### config.mk
export PLATFORM = sky130hd
export DESIGN_NAME = clk_reset_seq
export DESIGN_NICKNAME = d
export VERILOG_FILES = /design/src/rtl/clk_reset_seq.sv
export SDC_FILE = /design/constraint.sdc
export NUM_CORES = 1
export LEC_CHECK = 0
export ABC_AREA = 1
export BUFFER_PORTS_ARGS = -buffer_cell sky130_fd_sc_hd__clkbuf_2
export CAP_MARGIN = 20
export CORE_MARGIN = 3
export CORE_UTILIZATION = 30
export CTS_CLUSTER_SIZE = 28
export DETAILED_ROUTE_END_ITERATION = 12
export HOLD_SLACK_MARGIN = 0.08
export MAX_ROUTING_LAYER = met4
export SLEW_MARGIN = 25
export SYNTH_ARGS = -nofsm -noshare
export SYNTH_HDL_FRONTEND = slang
export SYNTH_SLANG_ARGS = --single-unit
### constraint.sdc
create_clock -name sys_clock -period 1.71 [get_ports sys_clock]
set_clock_uncertainty 0.05 [all_clocks]
set_input_delay 0 -clock sys_clock [delete_from_list [all_inputs] [get_ports sys_clock]]
set_output_delay 0 -clock sys_clock [all_outputs]
set_load 0.02 [all_outputs]
### src/rtl/clk_reset_seq.sv
// Power-on reset sequencer: filters MMCM lock, holds peripherals in reset,
// then staggers the core reset release and tracks lock losses seen in RUN.
`timescale 1ns/1ps

module clk_reset_seq #(
    parameter int LOCK_FILTER = 16,
    parameter int HOLD_CYCLES = 256,
    parameter int CORE_DELAY  = 32
) (
    input  logic       sys_clock,
    input  logic       reset,
    input  logic       locked,
    input  logic       soft_reset_req,
    input  logic       lock_lost_clr,
    output logic       periph_reset,
    output logic       core_resetn,
    output logic       ready,
    output logic       lock_lost,
    output logic [7:0] lock_loss_count
);

    localparam int MAX_AB = (LOCK_FILTER > HOLD_CYCLES) ? LOCK_FILTER : HOLD_CYCLES;
    localparam int MAX_P  = (MAX_AB > CORE_DELAY) ? MAX_AB : CORE_DELAY;
    localparam int CW     = (MAX_P > 1) ? $clog2(MAX_P) : 1;

    localparam logic [CW-1:0] FILTER_LAST  = CW'(LOCK_FILTER - 1);
    localparam logic [CW-1:0] HOLD_LAST    = CW'(HOLD_CYCLES - 1);
    localparam logic [CW-1:0] STAGGER_LAST = CW'(CORE_DELAY - 1);

    typedef enum logic [2:0] {
        WAIT_LOCK,
        FILTER,
        HOLD,
        STAGGER,
        RUN
    } state_t;

    state_t          r_state;
    state_t          w_nextState;
    logic [CW-1:0]   r_count;
    logic [CW-1:0]   w_nextCount;

    logic            r_lockedMeta;
    logic            r_lockedSync;

    logic            r_periphReset;
    logic            r_coreResetn;
    logic            r_ready;
    logic            r_lockLost;
    logic [7:0]      r_lossCount;

    logic            w_lockLoss;
    logic            w_runLoss;
    logic            w_periphNext;
    logic            w_runNext;
    logic            w_lostNext;
    logic [7:0]      w_lossCountNext;

    // locked comes from another domain; only the second flop is used downstream
    always_ff @(posedge sys_clock) begin
        if (reset) begin
            r_lockedMeta <= 1'b0;
            r_lockedSync <= 1'b0;
        end else begin
            r_lockedMeta <= locked;
            r_lockedSync <= r_lockedMeta;
        end
    end

    assign w_lockLoss = !r_lockedSync && (r_state != WAIT_LOCK);
    assign w_runLoss  = !r_lockedSync && (r_state == RUN);

    always_ff @(posedge sys_clock) begin
        if (reset) begin
            r_state         <= WAIT_LOCK;
            r_count         <= '0;
            r_periphReset   <= 1'b1;
            r_coreResetn    <= 1'b0;
            r_ready         <= 1'b0;
            r_lockLost      <= 1'b0;
            r_lossCount     <= 8'd0;
        end else begin
            r_state         <= w_nextState;
            r_count         <= w_nextCount;
            r_periphReset   <= w_periphNext;
            r_coreResetn    <= w_runNext;
            r_ready         <= w_runNext;
            r_lockLost      <= w_lostNext;
            r_lossCount     <= w_lossCountNext;
        end
    end

    // Lock loss outranks a soft request; every state change clears the counter
    always_comb begin
        w_nextState = r_state;
        w_nextCount = '0;
        if (w_lockLoss) begin
            w_nextState = WAIT_LOCK;
        end else begin
            case (r_state)
                WAIT_LOCK: begin
                    if (r_lockedSync) begin
                        w_nextState = FILTER;
                    end
                end
                FILTER: begin
                    if (r_count == FILTER_LAST) begin
                        w_nextState = HOLD;
                    end else begin
                        w_nextCount = r_count + 1'b1;
                    end
                end
                HOLD: begin
                    if (r_count == HOLD_LAST) begin
                        w_nextState = STAGGER;
                    end else begin
                        w_nextCount = r_count + 1'b1;
                    end
                end
                STAGGER: begin
                    if (soft_reset_req) begin
                        w_nextState = HOLD;
                    end else if (r_count == STAGGER_LAST) begin
                        w_nextState = RUN;
                    end else begin
                        w_nextCount = r_count + 1'b1;
                    end
                end
                RUN: begin
                    if (soft_reset_req) begin
                        w_nextState = HOLD;
                    end
                end
                default: begin
                    w_nextState = WAIT_LOCK;
                end
            endcase
        end
    end

    always_comb begin
        w_periphNext    = (w_nextState == WAIT_LOCK) || (w_nextState == FILTER) ||
                          (w_nextState == HOLD);
        w_runNext       = (w_nextState == RUN);
        w_lostNext      = r_lockLost;
        w_lossCountNext = r_lossCount;
        if (w_runLoss) begin
            w_lostNext = 1'b1;
            if (r_lossCount != 8'hFF) begin
                w_lossCountNext = r_lossCount + 8'd1;
            end
        end else if (lock_lost_clr) begin
            w_lostNext = 1'b0;
        end
    end

    assign periph_reset    = r_periphReset;
    assign core_resetn     = r_coreResetn;
    assign ready           = r_ready;
    assign lock_lost       = r_lockLost;
    assign lock_loss_count = r_lossCount;

endmodule

==> results of run 1 <==
==> cells by family after synthesis <==
family | share of synthesized area
AND/OR/NAND/NOR | 0.358
AO/OA/AOI/OAI | 0.0971
adder cells (fa/ha/maj) | 0.0204
XOR/XNOR | 0.0358
flip-flops | 0.393
buffers and inverters | 0.0961
==> cell type report <==
cell class / count / area, µm²
clock inverter: 1 / 30.0
inverter: 25 / 93.8
tap: 48 / 60.1
fill: 422 / 2320
sequential: 24 / 480
clock buffer: 3 / 41.3
timing repair buffer: 22 / 140
multi-input combinational: 121 / 633
==> worst max-delay path, cell delays in order, from the launching register on <==
cell     delay [ns]
dfxtp_1        0.36
ha_1           0.21
nand2_1        0.09
nor2_2         0.18
nand2_1        0.09
nand3_1        0.10
nand3_1        0.10
nand2_1        0.15
nor2_1         0.06
==> metal layers <==
metal	vias up	GRT usage	part of all wire	routed length, µm
met5	-	-	0	0
met4	0	0.0383	0.0096	22
met3	2	0.0259	0.035	79
met2	18	0.158	0.45	1020
met1	474	0.136	0.51	1160
li1	592	-	-	-
==> where the power goes <==
| part | internal (mW) | switching (mW) | leakage, nW | total (mW) |
|---|---|---|---|---|
| logic | 0.0192 | 0.0261 | 0.433 | 0.0453 |
| registers | 0.562 | 0.00248 | 0.194 | 0.564 |
| clock network | 0.313 | 0.186 | 0.0357 | 0.498 |
| total | 0.894 | 0.214 | 0.662 | 1.11 |
==> per-stage QoR <==
| stage | hold WS (ns) | util |
|---|---|---|
| final | 0.364 | 0.389 |
| after global routing | 0.385 | 0.389 |
| after CTS | 0.365 | 0.387 |
| after detailed placement | 0.149 | 0.353 |
| after global placement | 0.148 | 0.353 |
| after floorplan | 0.0570 | - |
==> what timing repair did <==
action,in CTS,in global routing
setup endpoints to repair,0,1
resized for setup,0,1
endpoints found under the hold margin,8,0
hold buffers,6,0
buffers inserted,0,0
==> registers in the layout, indices dropped and copies added (netlist names) <==
register,cells
ready,1
periph_reset,1
r_count,8
r_lockedSync,1
lock_lost,1
r_state,3
lock_loss_count,8
r_lockedMeta,1
==> layout by cell type, fill, tap and decap left out <==
master / n
a21o_1: 1
a21oi_1: 7
a21oi_4: 1
a31oi_1: 2
and3_1: 1
bufinv_16: 1
clkbuf_2: 16
clkbuf_8: 3
dfxtp_1: 24
dlygate4sd3_1: 6
ha_1: 2
inv_1: 24
inv_2: 1
nand2_1: 38
nand2_2: 1
nand3_1: 14
nand3_2: 1
nand4_1: 3
nor2_1: 22
nor2_2: 6
nor2_4: 1
nor3_1: 3
nor3_2: 1
nor4_4: 1
o211ai_1: 1
o21ai_0: 4
o21ai_1: 4
o21bai_1: 1
or2_2: 1
xnor2_1: 2
xor2_1: 3
==> path summary, 6_finish.rpt <==
| check | depth (start not counted) | end | slack (ns) | startpoint |
|---|---|---|---|---|
| max | 8 | r_count[0] | 0.21 | r_count[0] |
| max reg2reg | 8 | r_count[0] | 0.21 | r_count[0] |
| min | 2 | r_lockedSync | 0.36 | r_lockedMeta |
| min reg2reg | 2 | r_lockedSync | 0.36 | r_lockedMeta |
==> impl_metrics.csv, run 1 <==
group,metric,value,unit
global_route,first_global_vias,981,
worst_setup_path,crit_type,"flip-flop to flip-flop",
clock_network,cts_tree,"built",
power,p_total,1.11,mW
synthesis,synth_largest_area_cell,"dfxtp_1",
sta,timing.fmax,667,MHz
power,powerDensity,749,mW/mm²
synthesis,ys.flop_type,"dfxtp_1",
die,die_h,69.9,µm
worst_setup_path,crit_required,1.82,ns
detailed_routing,wl,2290,µm
die,io_pins,17,
worst_setup_path,crit_fanout,4,
sta,worstMarginPinSlew,0.345,ns
detailed_routing,detail-route-antenna-nets,0,
detailed_routing,viasPerCell,4.45,
sta,setup_viol,0,
die,die_area,0.00488,mm²
synthesis,yosys_warnings,0,
placement,dp_slack,0.149,ns
synthesis,avgSynthCellArea,7.07,µm²
die,core_area,0.00380,mm²
sta,fin_setup_tns,0,ns
synthesis,synthTopCellsByArea,"dfxtp_1 39%, nand2_1 12%, inv_1 7.4%, nor2_1 6.7%, nand3_1 5.7%",
clock_network,clockRootBuffer,"clkbuf_8",
sta,layout_min_cycle_time,1.50,ns
detailed_routing,firstDrtPassIters,4,
detailed_routing,drt-initial-drc-count,63,
hold_path,hp-class,"flip-flop to flip-flop",
die,die_x,69.9,µm
synthesis,syn_nets,180,
worst_setup_path,worstPathArrival,1.61,ns
sta,finalWorstSetupSlack,0.211,ns
synthesis,yosysMostFrequentCell,"nand2_1",
layout,fin_area,0.00148,mm²
sta,period_share,0.877,
clock_network,clk_pin_slew,0.09,ns
sta,hold_violations,0,
global_route,grt_max_degree,15,
global_route,grt_antenna_before_repair,0,
global_route,grt_overflow,0,
placement,placed_area,0.00134,mm²
synthesis,syn_area,0.00122,mm²
global_route,grt_pass1_wl,4190,µm
sta,grt_setup_unrepaired,"false",
detailed_routing,num_vias,1086,
clock_network,cts_sinks,24,
layout,antenna_cells,0,
detailed_routing,drc,0,
placement,dp_cells,234,
synthesis,yosys.area.top_type_share,0.393,
worst_setup_path,critPathLaunchType,"flip-flop",
detailed_routing,wire_per_inst,9.37,µm
synthesis,syn-instance-count,173,
worst_setup_path,cp-end-kind,"flip-flop",
clock_network,cts_buffer_depth,2,
power,peakVddDrop,408,µV
synthesis,ys_top_cells_by_count,"38 x nand2_1, 24 x dfxtp_1, 24 x inv_1",
clock_network,cts_buffers,3,
sta,slew_headroom,0.768,
placement,dpl.hpwl,1770,µm
die,rows,22,
global_route,grt_usage,0.105,
placement,port-buffer-count,16,
synthesis,synth_cell_types,30,
job,maxCapViolations,0,
sta,slew_violations,0,
placement,gp_congestion,0.765,
power,leakagePower,0.662,nW
run_status,status,"completed",
synthesis,seq_area_frac_synth,0.393,
layout,nets,204,
synthesis,ys_seq_elements,24,
layout,drive_above_1_share,0.173,
synthesis,synth_edf_count,0,
clock_network,clock_latency,0.26,ns
layout,fin_cells,244,
synthesis,async_flop_share,0,
die,initial_utilization,0.322,
clock_network,htree_num_levels,1,
layout,area_growth_syn_to_layout,20.9,%
Power figures use the tool's default switching activity.
==> run 2: changes to the inputs <==
==> constraint.sdc (replaced) <==
create_clock -name sys_clock -period 1.71 [get_ports sys_clock]
set_clock_uncertainty 0.05 [all_clocks]
set_input_delay 0.342 -clock sys_clock [delete_from_list [all_inputs] [get_ports sys_clock]]
set_output_delay 0.342 -clock sys_clock [all_outputs]
set_load 0.02 [all_outputs]
==> impl_metrics.csv, run 2 (same netlist as run 1, synthesis figures left out) <==
group,metric,value,unit
clock_network,clk_pin_slew,0.08,ns
layout,final_core_utilization,0.369,
worst_setup_path,critPathLaunchType,"flip-flop",
clock_network,clock_latency,0.27,ns
worst_setup_path,crit_fanout,11,
job,maxCapViolations,0,
sta,fin_setup_tns,0,ns
worst_setup_path,crit_buf_inv,0,
sta,slew_violations,0,
sta,worstMarginPinSlew,0.441,ns
power,power.internal,0.781,mW
die,rows,22,
power,p_clk_frac,0.389,
sta,timing.fmax,649,MHz
worst_setup_path,cp_slowest_cell,"a21oi_2",
power,p_comb_frac,0.039,
clock_network,clockRootBuffer,"clkbuf_8",
placement,port-buffer-count,16,
worst_setup_path,cp-end-kind,"flip-flop",
layout,antenna_cells,0,
clock_network,cts_resized,0,
die,die_x,69.9,µm
die,core_area,0.00380,mm²
global_route,grt_max_degree,14,
sta,period_share,0.901,
detailed_routing,detail-route-antenna-nets,0,
global_route,grt_pass1_wl,4080,µm
detailed_routing,drt-initial-drc-count,65,
die,die_h,69.9,µm
power,peakVddDrop,300,µV
worst_setup_path,r2r-end,"lock_loss_count[3]",
placement,gp_congestion,0.767,
layout,nets,199,
worst_setup_path,crit_end,"lock_loss_count[3]",
layout,area_growth_syn_to_layout,14.6,%
die,io_pins,17,
detailed_routing,wl,2280,µm
detailed_routing,viasPerCell,4.48,
worst_setup_path,crit_start,"lock_loss_count[0]",
layout,final_cell_mix,"38 x nand2_1, 24 x inv_1, 24 x dfxtp_1, 22 x nor2_1, 16 x clkbuf_2",
worst_setup_path,crit_type,"flip-flop to flip-flop",
clock_network,cts_buffers,3,
worst_setup_path,cp_top_family,"compound AO/OA/AOI/OAI gates",
hold_path,hp-class,"input port to flip-flop",
placement,dpl.hpwl,1800,µm
sta,hold_violations,0,
detailed_routing,firstDrtPassIters,5,
global_route,grt_antenna_before_repair,0,
worst_setup_path,crit_top_cell,"nand3_1",
run_status,status,"completed",
sta,grt_setup_unrepaired,"false",
power,pwr-share-seq,0.572,
worst_setup_path,crit_required,1.82,ns
global_route,first_global_vias,994,
sta,finalWorstSetupSlack,0.170,ns
worst_setup_path,rr_worst_depth,7,
power,leakagePower,0.629,nW
power,powerDensity,703,mW/mm²
die,initial_utilization,0.322,
sta,layout_min_cycle_time,1.54,ns
worst_setup_path,path_depth,7,
clock_network,cts_tree,"built",
worst_setup_path,critPathMaxStageDelay,0.38,ns
layout,drive_above_1_share,0.183,
clock_network,cts_sinks,24,
clock_network,cts_buffer_depth,2,
placement,placed_area,0.00135,mm²
layout,fin_area,0.00140,mm²
placement,dp_slack,0.174,ns
clock_network,htree_num_levels,1,
global_route,grt_usage,0.102,
detailed_routing,drc,0,
detailed_routing,wire_per_inst,9.53,µm
worst_setup_path,crit_chain,"ha_1, nand3_1, nor2_2, a21oi_2, nand3_1, nand2_1, a21oi_1",
power,switching_share,0.209,
sta,whs,0.208,ns
worst_setup_path,r2r_slack,0.17,ns
power,p_switching,0.206,mW
clock_network,hold_buffers,0,
clock_network,cts_setup_buffers,0,
sta,setup_viol,0,
worst_setup_path,r2r-start,"lock_loss_count[0]",
worst_setup_path,worstPathArrival,1.65,ns
die,die_area,0.00488,mm²
sta,slew_headroom,0.706,
hold_path,hold_start,"locked",
global_route,grt_overflow,0,
layout,final_common_cell,"nand2_1",
detailed_routing,num_vias,1070,
run 2: cell types whose count changed in the layout (fill, tap and decap cells not counted), sizes merged:
cell / delta
clkbuf: +1
buf: +1
bufinv: -1
dlygate4sd3: -6
run 2: layout make-up:
type | instances | area (µm²)
Clock buffer | 4 | 55.1
Fill cell | 411 | 2400
Inverter | 25 | 93.8
Multi-Input combinational cell | 121 | 626
Sequential cell | 24 | 480
Tap cell | 48 | 60.1
Timing Repair Buffer | 17 | 87.6
run 2: power groups by stage:
stage	combinational, mW	clock (mW)	sequential [mW]
after floorplan	0.0277	0	0.577
after global placement	0.0389	0	0.577
after detailed placement	0.0387	0	0.578
after CTS	0.0389	0.400	0.564
after global routing	0.0445	0.420	0.565
final	0.0382	0.384	0.564
run 2: layer usage:
metal,GRT usage,up-vias,routed length [µm]
met5,-,-,0
met2,0.155,24,1010
li1,-,589,-
met4,0.0298,0,22
met1,0.132,455,1150
met3,0.0302,2,102
run 2: through the flow:
stage	cells	total power, mW
6_report	239	0.987
3_3_place_gp	235	0.616
2_1_floorplan	173	0.605
4_1_cts	239	1.00
3_5_place_dp	235	0.616
5_1_grt	239	1.03
run 2: worst register-to-register path: stages, from the launching register on:
cell     delay, ns
dfxtp_1       0.35
ha_1          0.24
nand3_1       0.10
nor2_2        0.06
a21oi_2       0.38
nand3_1       0.13
nand2_1       0.08
a21oi_1       0.04
run 2: worst min path at each step:
stage                        end  slack [ns]  cells after the start
finish              r_lockedMeta        0.21                      3
global route        r_lockedMeta        0.21                      3
CTS                 r_lockedMeta        0.20                      3
detailed placement  r_lockedSync        0.34                      2
global placement    r_lockedSync        0.34                      2
floorplan           r_lockedSync        0.34                      2
